===== src/rtl/mapping_group_accum.sv =====
// mapping_group_accum: weights NUM_CH encoded channel values by bit significance,
// sums them per beat and accumulates NUM_STEPS beats into a full-precision
// accumulator. In PARALLEL mode each beat is also shifted by its step index.
// Optional build macro: MAPPING_GROUP_ACC_SAT_EN (saturate result_o on overflow).
module mapping_group_accum #(
  parameter int unsigned NUM_CH       = 4,
  parameter int unsigned ENC_W        = 7,
  parameter int unsigned CH_SHIFT     = 2,
  parameter int unsigned NUM_STEPS    = 4,
  parameter int unsigned STEP_SHIFT   = 2,
  parameter int unsigned OUT_W        = 32,
  parameter logic [2:0]  PIM_PARALLEL = 3'b100,
  parameter logic [2:0]  PIM_RBR      = 3'b101,
  localparam int unsigned STEP_W      = (NUM_STEPS > 1) ? $clog2(NUM_STEPS) : 1
) (
  input  logic                    clk_i,
  input  logic                    rst_i,
  input  logic                    start_i,
  input  logic                    abort_i,
  input  logic [2:0]              pim_mode_i,
  input  logic                    enc_valid_i,
  output logic                    enc_ready_o,
  input  logic [NUM_CH*ENC_W-1:0] enc_data_i,
  output logic                    result_valid_o,
  input  logic                    result_ready_i,
  output logic [OUT_W-1:0]        result_o,
  output logic                    busy_o,
  output logic [STEP_W-1:0]       step_o,
  output logic                    ovf_o
);

  localparam int unsigned SUM_W = ENC_W + CH_SHIFT*(NUM_CH-1) + $clog2(NUM_CH);
  localparam int unsigned ACC_W = SUM_W + STEP_SHIFT*(NUM_STEPS-1) + $clog2(NUM_STEPS);
  localparam logic [STEP_W-1:0] LAST_STEP = STEP_W'(NUM_STEPS-1);

  typedef enum logic [1:0] {
    S_IDLE,
    S_ACCUM,
    S_DONE
  } state_e;

  state_e             state_q, state_d;
  logic [ACC_W-1:0]   acc_q, acc_d;
  logic [STEP_W-1:0]  step_q, step_d;
  logic [2:0]         mode_q, mode_d;
  logic               ovf_q, ovf_d;

  logic [SUM_W-1:0]   beat_sum;
  logic [ACC_W-1:0]   acc_add;

  // Weighted channel sum; channel 0 sits in the MSBs and carries the largest weight.
  always_comb begin
    beat_sum = '0;
    for (int unsigned i = 0; i < NUM_CH; i++) begin
      beat_sum += SUM_W'(enc_data_i[(NUM_CH-1-i)*ENC_W +: ENC_W]) << (CH_SHIFT*(NUM_CH-1-i));
    end
  end

  // Per-step addend: shifted by step significance only in parallel mode.
  always_comb begin
    if (mode_q == PIM_PARALLEL) acc_add = ACC_W'(beat_sum) << (step_q * STEP_SHIFT);
    else                        acc_add = ACC_W'(beat_sum);
  end

  // Next-state logic; abort overrides every transition.
  always_comb begin
    state_d = state_q;
    acc_d   = acc_q;
    step_d  = step_q;
    mode_d  = mode_q;
    ovf_d   = ovf_q;
    case (state_q)
      S_IDLE: begin
        if (start_i && (pim_mode_i == PIM_PARALLEL || pim_mode_i == PIM_RBR)) begin
          mode_d  = pim_mode_i;
          acc_d   = '0;
          step_d  = '0;
          ovf_d   = 1'b0;
          state_d = S_ACCUM;
        end
      end
      S_ACCUM: begin
        if (enc_valid_i) begin
          acc_d = acc_q + acc_add;
          ovf_d = ovf_q | (|(acc_d >> OUT_W));
          if (step_q == LAST_STEP) begin
            step_d  = '0;
            state_d = S_DONE;
          end else begin
            step_d = step_q + 1'b1;
          end
        end
      end
      S_DONE: begin
        if (result_ready_i) state_d = S_IDLE;
      end
      default: state_d = S_IDLE;
    endcase
    if (abort_i) begin
      state_d = S_IDLE;
      acc_d   = '0;
      step_d  = '0;
      ovf_d   = 1'b0;
    end
  end

  // State and datapath registers.
  always_ff @(posedge clk_i or posedge rst_i) begin
    if (rst_i) begin
      state_q <= S_IDLE;
      acc_q   <= '0;
      step_q  <= '0;
      mode_q  <= '0;
      ovf_q   <= 1'b0;
    end else begin
      state_q <= state_d;
      acc_q   <= acc_d;
      step_q  <= step_d;
      mode_q  <= mode_d;
      ovf_q   <= ovf_d;
    end
  end

  // Status and result outputs; result follows the held accumulator.
  always_comb begin
    enc_ready_o    = (state_q == S_ACCUM);
    result_valid_o = (state_q == S_DONE);
    busy_o         = (state_q != S_IDLE);
    step_o         = step_q;
    ovf_o          = ovf_q;
`ifdef MAPPING_GROUP_ACC_SAT_EN
    result_o       = ovf_q ? '1 : OUT_W'(acc_q);
`else
    result_o       = OUT_W'(acc_q);
`endif
  end

endmodule


===== config.mk =====
export PLATFORM = sky130hd
export DESIGN_NAME = mapping_group_accum
export DESIGN_NICKNAME = d
export VERILOG_FILES = /design/src/rtl/mapping_group_accum.sv
export SDC_FILE = /design/constraint.sdc
export NUM_CORES = 1
export LEC_CHECK = 0
export BUFFER_PORTS_ARGS = -buffer_cell sky130_fd_sc_hd__buf_2
export CAP_MARGIN = 20
export CORE_ASPECT_RATIO = 0.5
export CORE_MARGIN = 2
export CORE_UTILIZATION = 30
export CTS_CLUSTER_SIZE = 40
export DETAILED_ROUTE_END_ITERATION = 6
export GPL_TIMING_DRIVEN = 0
export SYNTH_ARGS = -nofsm -noshare
export SYNTH_HDL_FRONTEND = slang
export SYNTH_SLANG_ARGS = --single-unit

===== constraint.sdc =====
create_clock -name clk_i -period 8.85 [get_ports clk_i]
set_clock_uncertainty 0.05 [all_clocks]
set_input_delay 2.655 -clock clk_i [delete_from_list [all_inputs] [get_ports clk_i]]
set_output_delay 2.655 -clock clk_i [all_outputs]
set_load 0.05 [all_outputs]

==> impl_results.md, run 1 <==
* Status: finished, final reports clean
* Arrival time at the worst endpoint at 7820 ps
* Pwr Total at 657.2 uW
* Pwr dens at 151.7 nW/um^2
* EDFF count, synth at 0
* Die X at 158.9 um
* Final setup TNS at 0 ps
* Die ar. at 12940 um^2
* Vias in the first global route at 3255
* Maximum clock frequency at 129.7 MHz
* Clock latency on the worst-skew pair at 270 ps
* Hold bufs inserted after CTS at 0
* Initial antenna violation count at 0
* YS warnings at 0
* Tmin final at 7709 ps
* Leakage power at 0.002237 uW
* Most used DFF post-synth: dfrtp_1
* Critical-path maximum fanout at 7
* Required @ worst endpoint at 8960 ps
* Hold Slack at 417.0 ps
* DR iter-0 viols at 218
* Grt peak-use layer: met2
* CTS tree: done
* Post-route ant nets at 0
* Final setup fails at 0
* # diodes at 0
* Synthesized area per cell at 7.820 um^2
* GR Util met3 at 1.919%
* Peak supply drop at 0.08937 mV
* Die Ht at 81.43 um
* Met1 usage at 21.76%
* CTS buffer count at 5
* Vias at 3586
* Total GRT Usage at 15.36%
* Ports at 75
* WL/cell at 13.98 um
* # fillers at 1250
* Largest net degree at the start of global routing at 23
* Hold Crit Class: reg2reg
* Unrepaired setup endpoints after global routing: no
* Clock Path Buffers at 2
* First-pass GRT wire length at 16010 um
* Initial core utilization at 30.56%
* Post-cts resize count at 0
* Drt pass-1 iters at 5
* H-tree Lvls at 2
* Mapped cell area at 3597 um^2
* Slew @ Worst Pin at 858.6 ps
* Postcts setup bufs at 0
* Setup slack after layout at 1141 ps
* Remaining global-route overflow at 0
* Final hold violation count at 0
* Relative slew slack at 42.64%
* Core ar. at 11770 um^2
* Max-slew violation count at 0
* Synth cell types at 59
* Root Buffer: clkbuf_16
* Syn-to-layout area delta at 20.45%
* CTS sink count at 30
* Setup crit end kind: flip-flop
* Placer Congestion at 0.8924
* Place WS at 885.3 ps
* Critical path class: in2reg
* Yosys reg bits at 30
* Share of layout cells above drive strength 1 at 16.97%
* Startpoint Class: primary input
* Clock-pin slew on the worst setup and hold paths at 50 ps
* FP Rows at 28
* Hpwl dp at 7875 um
* Layout net count at 629
* FFs w/ async S/R, synth at 100.0%
* Register area share after synthesis at 20.87%
* M2 GR Usage at 25.72%
* DRC errors left at 0
* Port bufs at 64
* Max-cap violation count at 0
* Vias/cell at 5.072
* Synthesized instance count at 460
* Tcrit/Tclk final at 87.11%
* Routed WL at 9885 um
[synth_stat cells (8+ instances only)]
master | number | area share [%]
o21ai_0 | 36 | 5.0
nand4_1 | 8 | 1.4
nand3_1 | 9 | 1.3
fa_1 | 8 | 4.5
buf_4 | 10 | 2.1
a21oi_1 | 41 | 5.7
dfrtp_1 | 30 | 21
nand2_1 | 54 | 5.6
ha_1 | 43 | 15
clkbuf_1 | 13 | 1.4
inv_1 | 31 | 3.2
xnor2_1 | 11 | 2.7
nor2_1 | 31 | 3.2
nor3_1 | 13 | 1.8
a21o_1 | 9 | 1.9
[metal layers]
metal  vias to the layer above  wire length (um)
met5                         -                 0
met4                         0                65
met3                         7               495
met2                       103              4395
met1                      1672              4928
li1                       1804                 -
[final timing paths]
| check | from | to | slack [ps] | depth (start not counted) |
|---|---|---|---|---|
| setup / recovery | enc_data_i[4] | acc_q[20]$_DFFE_PP0P_ | 1140 | 21 |
| hold / removal | state_q[1]$_DFFE_PP0P_ | state_q[0]$_DFFE_PP0P_ | 420 | 1 |
| setup reg to reg | mode_q[0]$_DFFE_PP0P_ | acc_q[19]$_DFFE_PP0P_ | 4790 | 13 |
| min in group asynchronous | rst_i | acc_q[21]$_DFFE_PP0P_ | 2350 | 2 |
| hold reg to reg | state_q[1]$_DFFE_PP0P_ | state_q[0]$_DFFE_PP0P_ | 420 | 1 |
| max in group asynchronous | rst_i | acc_q[19]$_DFFE_PP0P_ | 5920 | 3 |
[sequential cells by signal, indices dropped and copies added (netlist names)]
| name | cells |
|---|---|
| state_q | 2 |
| step_o | 2 |
| acc_q | 23 |
| mode_q | 3 |
[stage by stage]
step / cells / cell area, um^2 / util [%]
2_1_floorplan: 469 / 3631 / -
3_3_place_gp: 698 / 4158 / 35.32
3_5_place_dp: 699 / 4185 / 35.55
4_1_cts: 707 / 4333 / 36.81
5_1_grt: 707 / 4333 / 36.81
6_report: 707 / 4333 / 36.81
[report_power, final]
part / switching [uW] / internal (uW)
sequential: 3.34 / 141
clock: 59.7 / 111
combinational: 216 / 126
[kinds of logic after synthesis]
family	share of synthesized area [%]
simple gates	19.58
compound gates	26.37
buf+inv	7.339
fa+ha+maj	19.41
flops	20.87
xor+xnor	4.383
mux	1.948
other cells	0.1042
[layout by cell type, fill, tap and decap left out, types with 4 or more instances in the layout]
cell / n
a22oi_1: 4
dfrtp_1: 30
conb_1: 10
a211oi_1: 5
clkbuf_16: 5
a221oi_1: 7
nor3_1: 13
nand2b_1: 6
buf_2: 65
and2_1: 6
buf_4: 10
a21oi_1: 41
o31ai_1: 6
clkbuf_1: 14
o21ai_0: 36
ha_1: 43
fa_1: 8
inv_1: 31
a21o_1: 9
nor2_1: 31
nand2_1: 54
nor2b_1: 5
xor2_1: 7
nand4_1: 8
or3_1: 7
xnor2_1: 11
mux2i_1: 7
o21bai_1: 5
and3_1: 4
nand3_1: 9
[layout make-up]
cell class | instances | area [um^2] | share of cell area [%]
clock inverters | 1 | 5.005 | 0.1155
clock buffers | 7 | 142.6 | 3.292
multi-input cells | 381 | 2616 | 60.38
well taps | 165 | 206.4 | 4.765
flip-flops and latches | 30 | 750.7 | 17.33
repair buffers | 65 | 347.8 | 8.028
plain buffers | 26 | 143.9 | 3.321
inverters | 32 | 120.1 | 2.772
[worst max-delay path, cell delays in order]
cell and delay (ps):
buf_2 70, inv_1 40, fa_1 530, inv_1 40
ha_1 280, ha_1 240, fa_1 430, a211oi_1 320
o21ai_0 150, a221oi_1 330, xnor2_1 280, o22ai_1 150
a221oi_1 530, ha_1 190, clkbuf_1 260, nand2_1 170
nor3_1 220, o211ai_1 170, a311oi_1 400, nor3_1 100
a211o_1 230
No activity file was read; power rests on OpenSTA's default activity.
==> run 2, diff against run 1 <==
BUFFER_PORTS_ARGS = default   (was -buffer_cell sky130_fd_sc_hd__buf_2)
CELL_PAD_IN_SITES_DETAIL_PLACEMENT = 1   (was default)
CELL_PAD_IN_SITES_GLOBAL_PLACEMENT = 2   (was default)
DONT_BUFFER_PORTS = 1   (was default)
PLACE_DENSITY_LB_ADDON = 0.1   (was default)
==> impl_results.md, run 2 (synthesized netlist as in run 1, its figures left out) <==
* FP Rows at 28 (unchanged)
* Syn-to-layout area delta at 11.55%
* Post-layout util at 34.09% (-2.7 points)
* CTS buffer count at 5 (unchanged)
* Max-slew violation count at 0 (unchanged)
* # diodes at 0 (unchanged)
* Cell repeated most along the worst path: ha_1
* Crit-path max cell delay at 560 ps (+30 ps)
* Register bank with the most flops: acc_q
* Final setup TNS at 0 ps (unchanged)
* Share of layout cells above drive strength 1 at 5.858% (-11 points)
* Max-cap violation count at 0 (unchanged)
* Setup crit end kind: flip-flop
* Tmin final at 7735 ps (+26.06 ps)
* Hpwl dp at 9249 um (+17%)
* H-tree Lvls at 2 (unchanged)
* Unrepaired setup endpoints after global routing: no
* Die Ht at 81.43 um (unchanged)
* DR iter-0 viols at 123 (-44%)
* DRC errors left at 0 (unchanged)
* Largest net degree at the start of global routing at 22 (-4.3%)
* Die X at 158.9 um (unchanged)
* Pwr dens at 163.8 nW/um^2 (+8.0%)
* Post-cts resize count at 0 (unchanged)
* Startpoint Class: primary input
* Placer Congestion at 0.7926 (-11%)
* Arrival time at the worst endpoint at 7850 ps (+30 ps)
* Initial antenna violation count at 0 (unchanged)
* Worst Path Buf+Inv at 3 (-1)
* Port bufs at 0 (-100%)
* Required @ worst endpoint at 8960 ps (about the same)
* Total GRT Usage at 17.98% (+2.6 points)
* Worst-path cell with the longest stage delay: a221oi_1
* Leakage power at 0.001941 uW (-13%)
* Vias at 3359 (-6.3%)
* Hold depth at 1 (unchanged)
* Initial core utilization at 30.56% (unchanged)
* Critical-path maximum fanout at 7 (unchanged)
* Max reg flops at 23 (unchanged)
* Maximum clock frequency at 129.3 MHz (-0.34%)
* Clock latency on the worst-skew pair at 280 ps (about the same)
* Critical path's top delay family: compound AO/OA/AOI/OAI gates
* Postcts setup bufs at 0 (unchanged)
* Relative slew slack at 33.08% (-9.6 points)
* Clock-pin slew on the worst setup and hold paths at 50 ps (about the same)
* Vias/cell at 5.224 (+3.0%)
* Status: finished, final reports clean
* Final setup fails at 0 (unchanged)
* Worst path depth at 20 (-4.8%)
* Critical path class: in2reg
* Final hold violation count at 0 (unchanged)
* Core ar. at 11770 um^2 (unchanged)
* Vias in the first global route at 3328 (+2.2%)
* Ports at 75 (unchanged)
* Die ar. at 12940 um^2 (unchanged)
* Remaining global-route overflow at 0 (unchanged)
* Largest regs: acc_q x23, mode_q x3
* Tcrit/Tclk final at 87.40% (+0.29 points)
* Hold Crit Class: reg2reg
* Clock Path Buffers at 2 (unchanged)
* Root Buffer: clkbuf_16
* Routed WL at 11400 um (+15%)
* Most common cell after layout, fill and taps aside: nand2_1
* Post-route ant nets at 0 (unchanged)
* First-pass GRT wire length at 18170 um (+13%)
* CTS sink count at 30 (unchanged)
* R2r worst-path depth at 14 (+1)
* Critical Path, Cell by Cell: inv_1 -> fa_1 -> inv_1 -> ha_1 -> ha_1 -> fa_1 -> a211oi_1 -> o21ai_0 -> a221oi_1 -> xnor2_1 -> o22ai_1 -> a221oi_1 -> ha_1 -> clkbuf_1 -> nand2_1 -> nor3_1 -> o211ai_1 -> a311oi_1 -> nor3_1 -> a211o_1
* Slew @ Worst Pin at 1002 ps (+143.2 ps)
* Layout net count at 565 (-10%)
* WL/cell at 17.74 um (+27%)
* CTS tree: done
* Hold bufs inserted after CTS at 0 (unchanged)
* Most frequent cells in the layout: nand2_1 (54), ha_1 (43), a21oi_1 (41)
* Peak supply drop at 0.06301 mV (-29%)
* Drt pass-1 iters at 4 (-1)
[run 2: worst reg2reg max path, delay by kind of cell (launching register included)]
| kind | cells | cell delay [ps] |
|---|---|---|
| fa+ha+maj | 1 | 320 |
| simple gates | 3 | 620 |
| compound gates | 6 | 1460 |
| buf+inv | 3 | 890 |
| xor+xnor | 1 | 140 |
| flops | 1 | 670 |
[run 2: final cells by class]
type / count / area, um^2
sequential: 30 / 750.7
timing repair buffer: 1 / 27.53
multi-input combinational: 381 / 2616
clock buffer: 7 / 142.6
tap: 165 / 206.4
buffer: 26 / 143.9
fill: 1474 / 7759
clock inverter: 1 / 5.005
inverter: 32 / 120.1
[run 2: report_power, final]
part	total, uW	internal (uW)	switching [uW]	leakage [uW]
logic	325	119	206	0.00146
clock network	178	112	66.7	0.0000739
registers	154	141	13.0	0.000411
[run 2: metal layers]
layer | GRT usage [%] | wire length [um] | vias up | share of wire [%]
met1 | 25.46 | 6134 | 1618 | 54
met2 | 29.26 | 4752 | 62 | 42
met3 | 3.788 | 487 | 2 | 4.3
met5 | 0 | 0 | - | 0
li1 | - | - | 1677 | -
met4 | 2.182 | 29 | 0 | 0.25
[run 2: per-stage QoR]
step                setup WS [ps]  cells  hold WS [ps]  instance area [um^2]  total power (uW)
floorplan                    1712    469         380.4                  3631             403.8
global placement            720.7    634         416.3                  3837             482.6
detailed placement          779.0    635         412.7                  3865             482.8
CTS                          1081    643         426.3                  4013             664.9
global route                740.2    643         463.4                  4013             712.4
finish                       1115    643         429.2                  4013             657.3
[run 2: path summary, 6_finish.rpt]
path | to | startpoint | slack (ps)
max | acc_q[20]$_DFFE_PP0P_ | enc_data_i[4] | 1110
min | state_q[0]$_DFFE_PP0P_ | state_q[1]$_DFFE_PP0P_ | 430
max reg2reg | acc_q[15]$_DFFE_PP0P_ | step_o[0]$_DFFE_PP0P_ | 4630
min reg2reg | state_q[0]$_DFFE_PP0P_ | state_q[1]$_DFFE_PP0P_ | 430
max in group asynchronous | acc_q[14]$_DFFE_PP0P_ | rst_i | 6000
min in group asynchronous | acc_q[13]$_DFFE_PP0P_ | rst_i | 2250
==> run 3, diff against run 2 <==
--- a/config.mk
+++ b/config.mk
@@ -12,3 +12,3 @@
 export CORE_MARGIN = 2
-export CORE_UTILIZATION = 30
+export CORE_UTILIZATION = 40
 export CTS_CLUSTER_SIZE = 40
==> constraint.sdc (replaced) <==
create_clock -name clk_i -period 8.85 [get_ports clk_i]
set_clock_uncertainty 0.05 [all_clocks]
set_input_delay 0 -clock clk_i [delete_from_list [all_inputs] [get_ports clk_i]]
set_output_delay 0 -clock clk_i [all_outputs]
set_load 0.05 [all_outputs]
==> impl_results.md, run 3 (synthesized netlist as in run 1, its figures left out) <==
* Switch Pwr at 304.3 uW (+6.3%)
* Final setup TNS at 0 ps (unchanged)
* Critical-path maximum fanout at 7 (unchanged)
* FP Rows at 24 (-14%)
* Initial core utilization at 41.31% (+11 points)
* Register bank with the most flops: acc_q
* Arrival time at the worst endpoint at 5350 ps (-2500 ps)
* Tcrit/Tclk final at 58.99% (-28 points)
* CTS buffer count at 5 (unchanged)
* Comb power frac at 50.5% (+1.0 points)
* P_int at 374.6 uW (+0.91%)
* Setup crit end kind: flip-flop
* Final cell count without fillers at 603 (-6.2%)
* Hpwl dp at 9676 um (+4.6%)
* Clock latency on the worst-skew pair at 290 ps (about the same)
* H-tree Lvls at 2 (unchanged)
* # fillers at 1088 (-26%)
* Post-route ant nets at 0 (unchanged)
* Drt pass-1 iters at 5 (+1)
* Maximum clock frequency at 191.6 MHz (+48%)
* # diodes at 0 (unchanged)
* Most common cell after layout, fill and taps aside: nand2_1
* Routed WL at 12000 um (+5.2%)
* Sw Share at 44.82% (+1.3 points)
* Die X at 138.1 um (-13%)
* Most frequent cells in the layout: nand2_1 (54), ha_1 (43), a21oi_1 (41)
* Sequential share of power at 22.6% (-0.8 points)
* Unrepaired setup endpoints after global routing: no
* Post-layout util at 46.35% (+12 points)
* Relative slew slack at 31.60% (-1.5 points)
* Clock Power Share at 26.9% (-0.2 points)
* Tmin final at 5221 ps (-2515 ps)
* Place WS at 3373 ps (+2594 ps)
* Required @ worst endpoint at 8980 ps (+20 ps)
* Total GRT Usage at 25.08% (+7.1 points)
* Vias in the first global route at 3622 (+8.8%)
* Clock-pin slew on the worst setup and hold paths at 60 ps (about the same)
* Setup slack after layout at 3629 ps (+2515 ps)
* Placer Congestion at 0.9420 (+19%)
* Pwr dens at 168.2 nW/um^2 (+2.7%)
* First-pass GRT wire length at 19310 um (+6.3%)
* CTS tree: done
* Largest regs: acc_q x23, mode_q x3
* Hold Slack at 4.457 ps (-424.8 ps)
* Syn-to-layout area delta at 12.21%
* Core ar. at 8708 um^2 (-26%)
* CTS sink count at 30 (unchanged)
* Status: finished, final reports clean
* Vias at 3552 (+5.7%)
* Max-slew violation count at 0 (unchanged)
* Max-cap violation count at 0 (unchanged)
* Ports at 75 (unchanged)
* Final setup fails at 0 (unchanged)
* Vias/cell at 5.891 (+13%)
* Max reg flops at 23 (unchanged)
* DRC errors left at 0 (unchanged)
* Clock Path Buffers at 2 (unchanged)
* Share of layout cells above drive strength 1 at 5.967% (+0.11 points)
* Critical path class: in2reg
* Layout net count at 573 (+1.4%)
* DP Cell Count at 587 (-7.6%)
* Peak supply drop at 0.08239 mV (+31%)
* Largest net degree at the start of global routing at 17 (-23%)
* Initial antenna violation count at 0 (unchanged)
* Final hold violation count at 0 (unchanged)
* Startpoint Class: primary input
* DR iter-0 viols at 208 (+69%)
* Leakage power at 0.001973 uW (+1.7%)
* Root Buffer: clkbuf_16
* Die Ht at 71.06 um (-13%)
* WL/cell at 19.90 um (+12%)
* Die ar. at 9813 um^2 (-24%)
* Slew @ Worst Pin at 1024 ps (+22.09 ps)
* Hold Crit Class: in2reg
* Remaining global-route overflow at 0 (unchanged)
* Port bufs at 0 (unchanged)
## run 3: layer usage
layer	routed length, um	up-vias	track usage, %
met2	5345	99	42.02
li1	-	1691	-
met3	809	9	6.974
met4	91	0	4.762
met1	5751	1753	33.05
met5	0	-	0
## run 3: cell type report
cell class / count / area, um^2 / share of cell area (%)
buffer: 26 / 143.9 / 3.565
clock buffer: 6 / 138.9 / 3.441
clock inverter: 2 / 12.51 / 0.3100
inverter: 32 / 120.1 / 2.976
multi-input combinational: 381 / 2616 / 64.82
sequential: 30 / 750.7 / 18.60
tap: 117 / 146.4 / 3.627
timing repair buffer: 9 / 107.6 / 2.666
## run 3: critical path: stages
cell      delay [ps]
inv_1             30
fa_1             520
inv_1             40
ha_1             290
ha_1             250
fa_1             440
a211oi_1         330
o21ai_0          170
a221oi_1         340
xnor2_1          350
o22ai_1          170
a221oi_1         560
ha_1             200
clkbuf_1         290
nand2_1          170
nor3_1           210
o211ai_1         160
a311oi_1         490
nor3_1            90
a211o_1          230
## run 3: stage by stage
| step | total power [uW] | instance area (um^2) |
|---|---|---|
| 5_1_grt | 724.2 | 4036 |
| 6_report | 678.8 | 4036 |
| 2_1_floorplan | 403.8 | 3631 |
| 3_3_place_gp | 478.7 | 3777 |
| 4_1_cts | 677.6 | 4036 |
| 3_5_place_dp | 490.3 | 3805 |
## run 3: timing repair
action	in CTS	in global routing
buffers inserted	0	0
gates resized for setup	0	0
endpoints found under the setup margin	0	0
hold endpoints to repair	19	0
hold buffers	8	0
## run 3: final timing paths
| kind | startpoint | end | slack [ps] | cells past startpoint |
|---|---|---|---|---|
| setup / recovery | enc_data_i[4] | acc_q[20]$_DFFE_PP0P_ | 3630 | 20 |
| hold / removal | abort_i | acc_q[8]$_DFFE_PP0P_ | 4 | 2 |
| setup reg to reg | step_o[0]$_DFFE_PP0P_ | acc_q[15]$_DFFE_PP0P_ | 4520 | 11 |
| hold reg to reg | mode_q[2]$_DFFE_PP0P_ | mode_q[2]$_DFFE_PP0P_ | 450 | 1 |
| max in group asynchronous | rst_i | step_o[1]$_DFFE_PP0P_ | 7960 | 3 |
| min in group asynchronous | rst_i | acc_q[11]$_DFFE_PP0P_ | 240 | 2 |
## run 3: power groups by stage
| stage | clock (uW) | sequential (uW) | combinational [uW] |
|---|---|---|---|
| 2_1_floorplan | 0 | 155 | 249 |
| 3_3_place_gp | 0 | 156 | 323 |
| 6_report | 182 | 153 | 343 |
| 5_1_grt | 191 | 154 | 380 |
| 3_5_place_dp | 0 | 156 | 334 |
| 4_1_cts | 184 | 153 | 340 |
